File: config.mk
export PLATFORM = sky130hd
export DESIGN_NAME = uart_tx_cnt
export DESIGN_NICKNAME = d
export VERILOG_FILES = /design/src/rtl/uart_pkg.sv /design/src/rtl/uart_baud_cnt.sv /design/src/rtl/uart_tx_cnt.sv
export SDC_FILE = /design/constraint.sdc
export NUM_CORES = 1
export LEC_CHECK = 0
export ABC_CLOCK_PERIOD_IN_PS = 3650
export CAP_MARGIN = 10
export CORE_MARGIN = 1.5
export CORE_UTILIZATION = 50
export DETAILED_ROUTE_END_ITERATION = 10
export GPL_TIMING_DRIVEN = 0
export PLACE_DENSITY = 0.71
export SETUP_SLACK_MARGIN = 0.3
export SLEW_MARGIN = 30
export SYNTH_ARGS = -nofsm -noshare
export SYNTH_HDL_FRONTEND = slang
export SYNTH_SLANG_ARGS = --single-unit
File: constraint.sdc
create_clock -name clk_i -period 3.65 [get_ports clk_i]
set_clock_uncertainty 0.2 [all_clocks]
set_input_delay 0.365 -clock clk_i [delete_from_list [all_inputs] [get_ports clk_i]]
set_output_delay 0.365 -clock clk_i [all_outputs]
set_load 0.05 [all_outputs]
File: src/rtl/uart_pkg.sv
// Shared UART definitions: transmitter/receiver state encoding and bit-period arithmetic.
package uart_pkg;

    typedef enum logic [1:0] {
        IDLE      = 2'd0,
        START_BIT = 2'd1,
        DATA_BITS = 2'd2,
        STOP_BIT  = 2'd3
    } state_e;

    // Rounded to the nearest whole clock count so odd ratios keep the least drift.
    function automatic int clks_per_bit(input int clk_hz, input int bit_rate);
        return (clk_hz + bit_rate / 2) / bit_rate;
    endfunction

endpackage

File: src/rtl/uart_baud_cnt.sv
// Reloadable bit-period down-counter; tick_o is high while the count sits at zero.
module uart_baud_cnt #(
    parameter int CLKS_PER_BIT = 1250
) (
    input  logic clk_i,
    input  logic rst_i,
    input  logic reload_i,
    output logic tick_o
);

    localparam int W = $clog2(CLKS_PER_BIT);
    localparam logic [W-1:0] RELOAD_VAL = W'(CLKS_PER_BIT - 1);

    logic [W-1:0] cnt_q;
    logic [W-1:0] cnt_d;

    // Next count: reload on request, otherwise count down and rest at zero.
    always_comb begin
        cnt_d = cnt_q;
        if (reload_i) begin
            cnt_d = RELOAD_VAL;
        end else if (cnt_q != {W{1'b0}}) begin
            cnt_d = cnt_q - W'(1);
        end else begin
            cnt_d = cnt_q;
        end
    end

    // Count register.
    always_ff @(posedge clk_i or posedge rst_i) begin
        if (rst_i) begin
            cnt_q <= {W{1'b0}};
        end else begin
            cnt_q <= cnt_d;
        end
    end

    assign tick_o = (cnt_q == {W{1'b0}});

endmodule

File: src/rtl/uart_tx_cnt.sv
// 8N1 UART transmitter with START/BUSY handshake; bit timing from a clock-cycle counter.
module uart_tx_cnt
    import uart_pkg::*;
#(
    parameter int BIT_RATE = 9600,
    parameter int CLK_HZ   = 12_000_000
) (
    input  logic       clk_i,
    input  logic       rst_i,
    input  logic       start_i,
    input  logic [7:0] data_i,
    output logic       tx_o,
    output logic       busy_o
);

    localparam int CLKS_PER_BIT = clks_per_bit(CLK_HZ, BIT_RATE);

    if (CLKS_PER_BIT < 2) begin : g_bad_rate
        $error("uart_tx_cnt: CLK_HZ/BIT_RATE gives fewer than 2 clocks per bit");
    end

    state_e     state_q, state_d;
    logic [7:0] shift_q, shift_d;
    logic [2:0] idx_q, idx_d;
    logic       tx_q, tx_d;
    logic       busy_q, busy_d;
    logic       baud_reload;
    logic       baud_tick;

    uart_baud_cnt #(
        .CLKS_PER_BIT(CLKS_PER_BIT)
    ) u_baud (
        .clk_i   (clk_i),
        .rst_i   (rst_i),
        .reload_i(baud_reload),
        .tick_o  (baud_tick)
    );

    // Frame sequencing; the stop bit may hand straight over to a new start bit.
    always_comb begin
        state_d     = state_q;
        shift_d     = shift_q;
        idx_d       = idx_q;
        baud_reload = 1'b0;
        case (state_q)
            IDLE: begin
                if (start_i) begin
                    state_d     = START_BIT;
                    shift_d     = data_i;
                    baud_reload = 1'b1;
                end else begin
                    state_d = IDLE;
                end
            end
            START_BIT: begin
                if (baud_tick) begin
                    state_d     = DATA_BITS;
                    idx_d       = 3'd0;
                    baud_reload = 1'b1;
                end else begin
                    state_d = START_BIT;
                end
            end
            DATA_BITS: begin
                if (baud_tick) begin
                    baud_reload = 1'b1;
                    if (idx_q == 3'd7) begin
                        state_d = STOP_BIT;
                    end else begin
                        idx_d   = idx_q + 3'd1;
                        shift_d = {1'b0, shift_q[7:1]};
                    end
                end else begin
                    state_d = DATA_BITS;
                end
            end
            STOP_BIT: begin
                if (baud_tick) begin
                    baud_reload = 1'b1;
                    if (start_i) begin
                        state_d = START_BIT;
                        shift_d = data_i;
                    end else begin
                        state_d = IDLE;
                    end
                end else begin
                    state_d = STOP_BIT;
                end
            end
            default: begin
                state_d = IDLE;
            end
        endcase

        // Outputs are decoded from the next state so they can be registered without lag.
        case (state_d)
            IDLE:      tx_d = 1'b1;
            START_BIT: tx_d = 1'b0;
            DATA_BITS: tx_d = shift_d[0];
            STOP_BIT:  tx_d = 1'b1;
            default:   tx_d = 1'b1;
        endcase
        busy_d = (state_d != IDLE);
    end

    // State, datapath and output registers.
    always_ff @(posedge clk_i or posedge rst_i) begin
        if (rst_i) begin
            state_q <= IDLE;
            shift_q <= 8'h00;
            idx_q   <= 3'd0;
            tx_q    <= 1'b1;
            busy_q  <= 1'b0;
        end else begin
            state_q <= state_d;
            shift_q <= shift_d;
            idx_q   <= idx_d;
            tx_q    <= tx_d;
            busy_q  <= busy_d;
        end
    end

    assign tx_o   = tx_q;
    assign busy_o = busy_q;

endmodule

* Yosys cells after proc, flatten, opt, wreduce, memory -nomap -nowiden
Index checks and enable logic that the tools add are counted.
Storage, ports and cells: input bits 11, register bits 26, output and inout port bits 2
Cells by class: equality and inequality tests 11, reductions and logical operators 12, add/subtract/negate cells 2, mux-type cells 21
Operators with widths (number):
- 8-bit two-way mux | 4
- 8-bit one-hot mux with 3 select lines | 1
- 11-bit two-way mux | 2
- 11-bit zero test | 1
- 11-bit nonzero test | 1
- 11-bit by 1-bit subtractor with 11-bit output (second input constant) | 1
- 3-bit two-way mux | 3
- 2-bit == test (second input constant) | 4
- 2-bit two-way mux | 4
- 2-bit inequality test (second input constant) | 4
- 2-bit one-hot mux with 4 select lines | 1
- 4-bit AND reduction | 2
- 3-bit one-hot mux with 2 select lines | 1
- 2-bit nonzero test | 3
- 2-bit by 1-bit == test with 1-bit output (second input constant) | 2
- 2-bit zero test | 2
- 3-bit by 1-bit adder with 3-bit output (second input constant) | 1
- 3-bit == test (second input constant) | 1
- 1-bit two-way mux | 3
- 1-bit one-hot mux with 3 select lines | 1
- 3-bit nonzero test | 1
- 3-bit OR reduction | 1
- 1-bit one-hot mux with 2 select lines | 1
- 2-bit OR reduction | 1

* Longest topological paths before layout
depth in word-level cells 7, gate-level depth with buffers 11, mapped depth without buffers 10

* Cells and area by module
From an unflattened synthesis, not the netlist that was laid out.
Second synthesis, totals: cells, all modules 157, area, all modules 1601.5 um2
By module, submodules not included:
- uart_tx_cnt | seq. area each 376.6 um2, instances 1, area each 970.9 um2, cells each 93
- uart_baud_cnt | seq. area each 275.3 um2, instances 1, area each 630.6 um2, cells each 64

* Worst setup path before layout
Ideal clock, no wire load.
kind register -> register, from reg u_baud.cnt_q[0], to reg tx_q (netlist: tx_o), path buffers 1, setup slack 0.933 ns, setup time 0.085 ns, arrival 2.432 ns, cell stages (with the launch flop) 12, cells stage by stage dfrtp_1 inv_1 ha_1 or4b_1 buf_2 nor3_4 nand2_2 xnor2_1 ha_1 nand2b_1 or3_1 o221ai_1
On the way: cells in the longest elaborated chain, start to end 6, elaborated cells on any way between the ends 14, classes of those cells eq/ne (3); mux (8); reduce/logical (3)
Ends and longest elaborated chain:
- start, declared | RTL line uart_baud_cnt.sv:14 | logic [W-1:0] cnt_q;
- start signal, assigned | RTL line uart_baud_cnt.sv:32 | cnt_q <= {W{1'b0}};
- start signal, assigned | RTL line uart_baud_cnt.sv:34 | cnt_q <= cnt_d;
- 11-bit zero test (*) | RTL line uart_baud_cnt.sv:38 | assign tick_o = (cnt_q == {W{1'b0}});
- 2-bit two-way mux, on equally long branches | RTL line uart_tx_cnt.sv:78, uart_tx_cnt.sv:56, uart_tx_cnt.sv:65
- 2-bit one-hot mux with 4 select lines | RTL line uart_tx_cnt.sv:45 | case (state_q)
- 2-bit == test or 2-bit zero test (tied branches) | RTL line uart_tx_cnt.sv:96 | case (state_d)
- 2-bit OR reduction (no line)
- 1-bit one-hot mux with 3 select lines (*) | RTL line uart_tx_cnt.sv:96
- net tx_d | RTL line uart_tx_cnt.sv:25 | logic tx_q, tx_d;
- end signal, assigned | RTL line uart_tx_cnt.sv:118 | tx_q <= tx_d;
- end, declared | RTL line uart_tx_cnt.sv:25
Mark *: on every way through the listed nets, which the timed path passes. The rest lies on a longest branch. The select of a mux whose other input is x is not followed. A chain may end at the register's enable or synchronous reset.

* Worst setup path after layout
from reg u_baud.cnt_q[0], to reg tx_q (netlist: tx_o)
On the way: cells in the longest elaborated chain, start to end 6, elaborated cells on any way between the ends 14, classes of those cells eq/ne (3); mux (8); reduce/logical (3)
Ends and longest elaborated chain:
- 11-bit zero test (*) | RTL line uart_baud_cnt.sv:38
- 2-bit two-way mux, on equally long branches | RTL line uart_tx_cnt.sv:78, uart_tx_cnt.sv:56, uart_tx_cnt.sv:65
- 2-bit one-hot mux with 4 select lines (*) | RTL line uart_tx_cnt.sv:45
- net state_d[0] | RTL line uart_tx_cnt.sv:22 | state_e state_q, state_d;
- 2-bit == test or 2-bit zero test (tied branches) | RTL line uart_tx_cnt.sv:96
- 2-bit OR reduction (no line)
- 1-bit one-hot mux with 3 select lines (*) | RTL line uart_tx_cnt.sv:96
- net tx_d | RTL line uart_tx_cnt.sv:25
Marks and branches as above.

==> flow_summary.toml <==
[clock_tree]
post-cts-setup-buffers = 0
h-tree-depth = 1
tritoncts = "done"
clk_pin_slew_ns = 0.14
clock_path_buffers = 2
ctsHoldBuffers = 0
cts_inserted_buffers = 3
clock-sinks = 26
cts_resized = 0
clk-insertion-delay-late_ns = 0.32
cts_root_buffer = "clkbuf_4"

[sta]
fmax_mhz = 330
period_needed_ns = 3.03
rsz0062_at_grt = "no"
worst_slack_ns = 0.616
timing.final.crit_share = 0.831
slew_headroom = 0.500
setup_viol = 0
hold_viol_final = 0
tns_ns = 0
drv_slew = 0
max_slew.worst_pin.slew_ns = 0.744

[power_and_ir_drop]
ir_drop_mv = 0.478
p_int_w = 0.000503
p_sw_frac = 0.346
p_sw_w = 0.000266
pwr-share-comb = 0.280
power_frac_clock = 0.164
p_leak_nw = 0.706
powerDensity_nw_per_um2 = 463
seqPwrFrac = 0.556

[drt]
drt-total-wl_microns = 2950
dr.pass1.iters = 4
avgRoutedWirePerCell_microns = 15.4
ant_nets = 0
drt_iter0_drc = 56
num_vias = 1180
drc = 0
viasPerCell = 6.18

[synthesis]
synth-edff-count = 0
synth_area_leaders = "dfrtp_1 (42%), ha_1 (5.1%), a221o_1 (4.7%)"
synth_ff_type = "dfrtp_1"
ys_async_sr_fraction = 1.00
syn-num-nets = 161
synth_common_cells = "dfrtp_1 (25), nor2_1 (12), inv_1 (8)"
yosysTopAreaCellShare = 0.424
ys_warn_count = 0
synth_seq_cells = 26
yosysUniqueCellTypes = 47
synth_area_sq_um = 1480
synth_top_area_cell = "dfrtp_1"
yosysMostFrequentCell = "dfrtp_1"
ys_seq_area_frac = 0.442
synth.avg_cell_area_sq_um = 10.2
syn_inst = 144

[global_route]
grt_max_degree = 27
grt_pass1_vias = 1101
grt_pass1_wl_microns = 5120
grt.overflow.total = 0
track_usage = 0.200
antenna_found_initial = 0

[floorplanning]
die_h_microns = 57.3
initial_core_util = 0.530
io-pin-count = 13
core_area_sq_um = 2780
dieWidth_microns = 57.3
die_area_sq_um = 3290
rows = 19

[layout]
diodes = 0
final_layout_size_suffix_gt1_frac = 0.0938
syn2layout_area_growth_pct = 12.6
finalNetCount = 178

[placed_design]
portBuffers = 12
place_congestion = 0.836
post-place-ws_ns = 0.668
dpl.hpwl_microns = 2220

[setup_path]
crit_family = "simple AND/OR/NAND/NOR gates"
endpoint_kind = "flop"
worstPathBufferInverterCount = 1
startpoint_type = "flop"
crit_chain = "inv_1 > ha_1 > nor4b_2 > nand3_1 > a221o_1 > ha_1 > nand2b_1 > or3_1 > o221ai_1"
cpMostUsedCell = "ha_1"
criticalPathCategory = "reg -> reg"
max_stage_delay_ns = 0.50
crit_fanout = 7
arrival_ns = 3.09
slowest_stage = "nor4b_2"
required_ns = 3.70

[flow_run]
cap_violations = 0

[status]
status = "finished, final reports clean"

[worst_hold_path]
worstHoldPathType = "in -> async"
worst paths after layout:
kind                       slack (ns)  depth (start not counted)             from         end
setup / recovery                 0.62                          9  u_baud.cnt_q[0]        tx_o
max in group asynchronous        2.69                          2            rst_i        tx_o
hold / removal                   0.19                          2            rst_i  shift_q[6]
setup reg to reg                 0.62                          9  u_baud.cnt_q[0]        tx_o
min in group clk_i               0.34                          1       shift_q[6]  shift_q[6]
hold reg to reg                  0.34                          1       shift_q[6]  shift_q[6]
flip-flops by register name, indices dropped and copies added, names as in the netlist:
| register | flops |
|---|---|
| u_baud.cnt_q | 11 |
| state_q | 2 |
| tx_o | 1 |
| idx_q | 3 |
| shift_q | 8 |
| busy_o | 1 |
placed cells by master, fill, tap and decap left out, types with 4 or more instances in the layout:
master	count
inv_1	7
dfrtp_1	25
nand2_1	6
clkbuf_1	5
a31oi_1	6
ha_1	6
clkdlybuf4s50_1	12
a221o_1	7
nor3_1	4
nor2_1	12
and3_1	6
xnor2_1	5
worst reg2reg max path, delay by kind of cell (launching register included):
kind,cells,cell delay (ns)
AO/OA/AOI/OAI,2,0.54
adder cells (fa/ha/maj),2,0.41
buffers and inverters,1,0.09
flip-flops,1,0.41
AND/OR/NAND/NOR,4,1.32
per-stage QoR:
step            util  area, sq um  std cells  hold slack (ns)  total power (W)
2_1_floorplan      -         1480        144            0.204         0.000582
3_3_place_gp   0.587         1630        187            0.287         0.000634
4_1_cts        0.597         1660        191            0.208         0.000771
3_5_place_dp   0.587         1630        187            0.297         0.000645
5_1_grt        0.597         1660        191            0.245         0.000823
6_report       0.597         1660        191            0.194         0.000769
final cells by class:
type | instances | area [sq um]
buffer | 6 | 25.0
inverter | 8 | 30.0
tap | 31 | 38.8
clock buffer | 4 | 26.3
timing repair buffer | 12 | 120
fill | 238 | 1120
multi-input combinational | 104 | 768
sequential | 26 | 652
cell families after synthesis:
group,Yosys count,synth area share
fa+ha+maj,6,0.0509
compound gates,37,0.203
mux,2,0.0136
xor+xnor,7,0.0416
simple gates,52,0.212
buf+inv,14,0.0373
flops,26,0.442
power groups by stage:
stage / sequential, W / combinational (W) / clock (W)
after floorplan: 0.000415 / 0.000168 / 0
after global placement: 0.000427 / 0.000207 / 0
after detailed placement: 0.000429 / 0.000217 / 0
after CTS: 0.000425 / 0.000216 / 0.000131
after global routing: 0.000440 / 0.000243 / 0.000140
final: 0.000428 / 0.000215 / 0.000126
metal layers:
layer  up-vias  wire (microns)  global-route usage
li1        579               -                   -
met1       581            1420               0.275
met2        18            1420               0.327
met3         2              89              0.0544
met4         0              17              0.0299
met5         -               0                   0
Power figures use the tool's default switching activity.
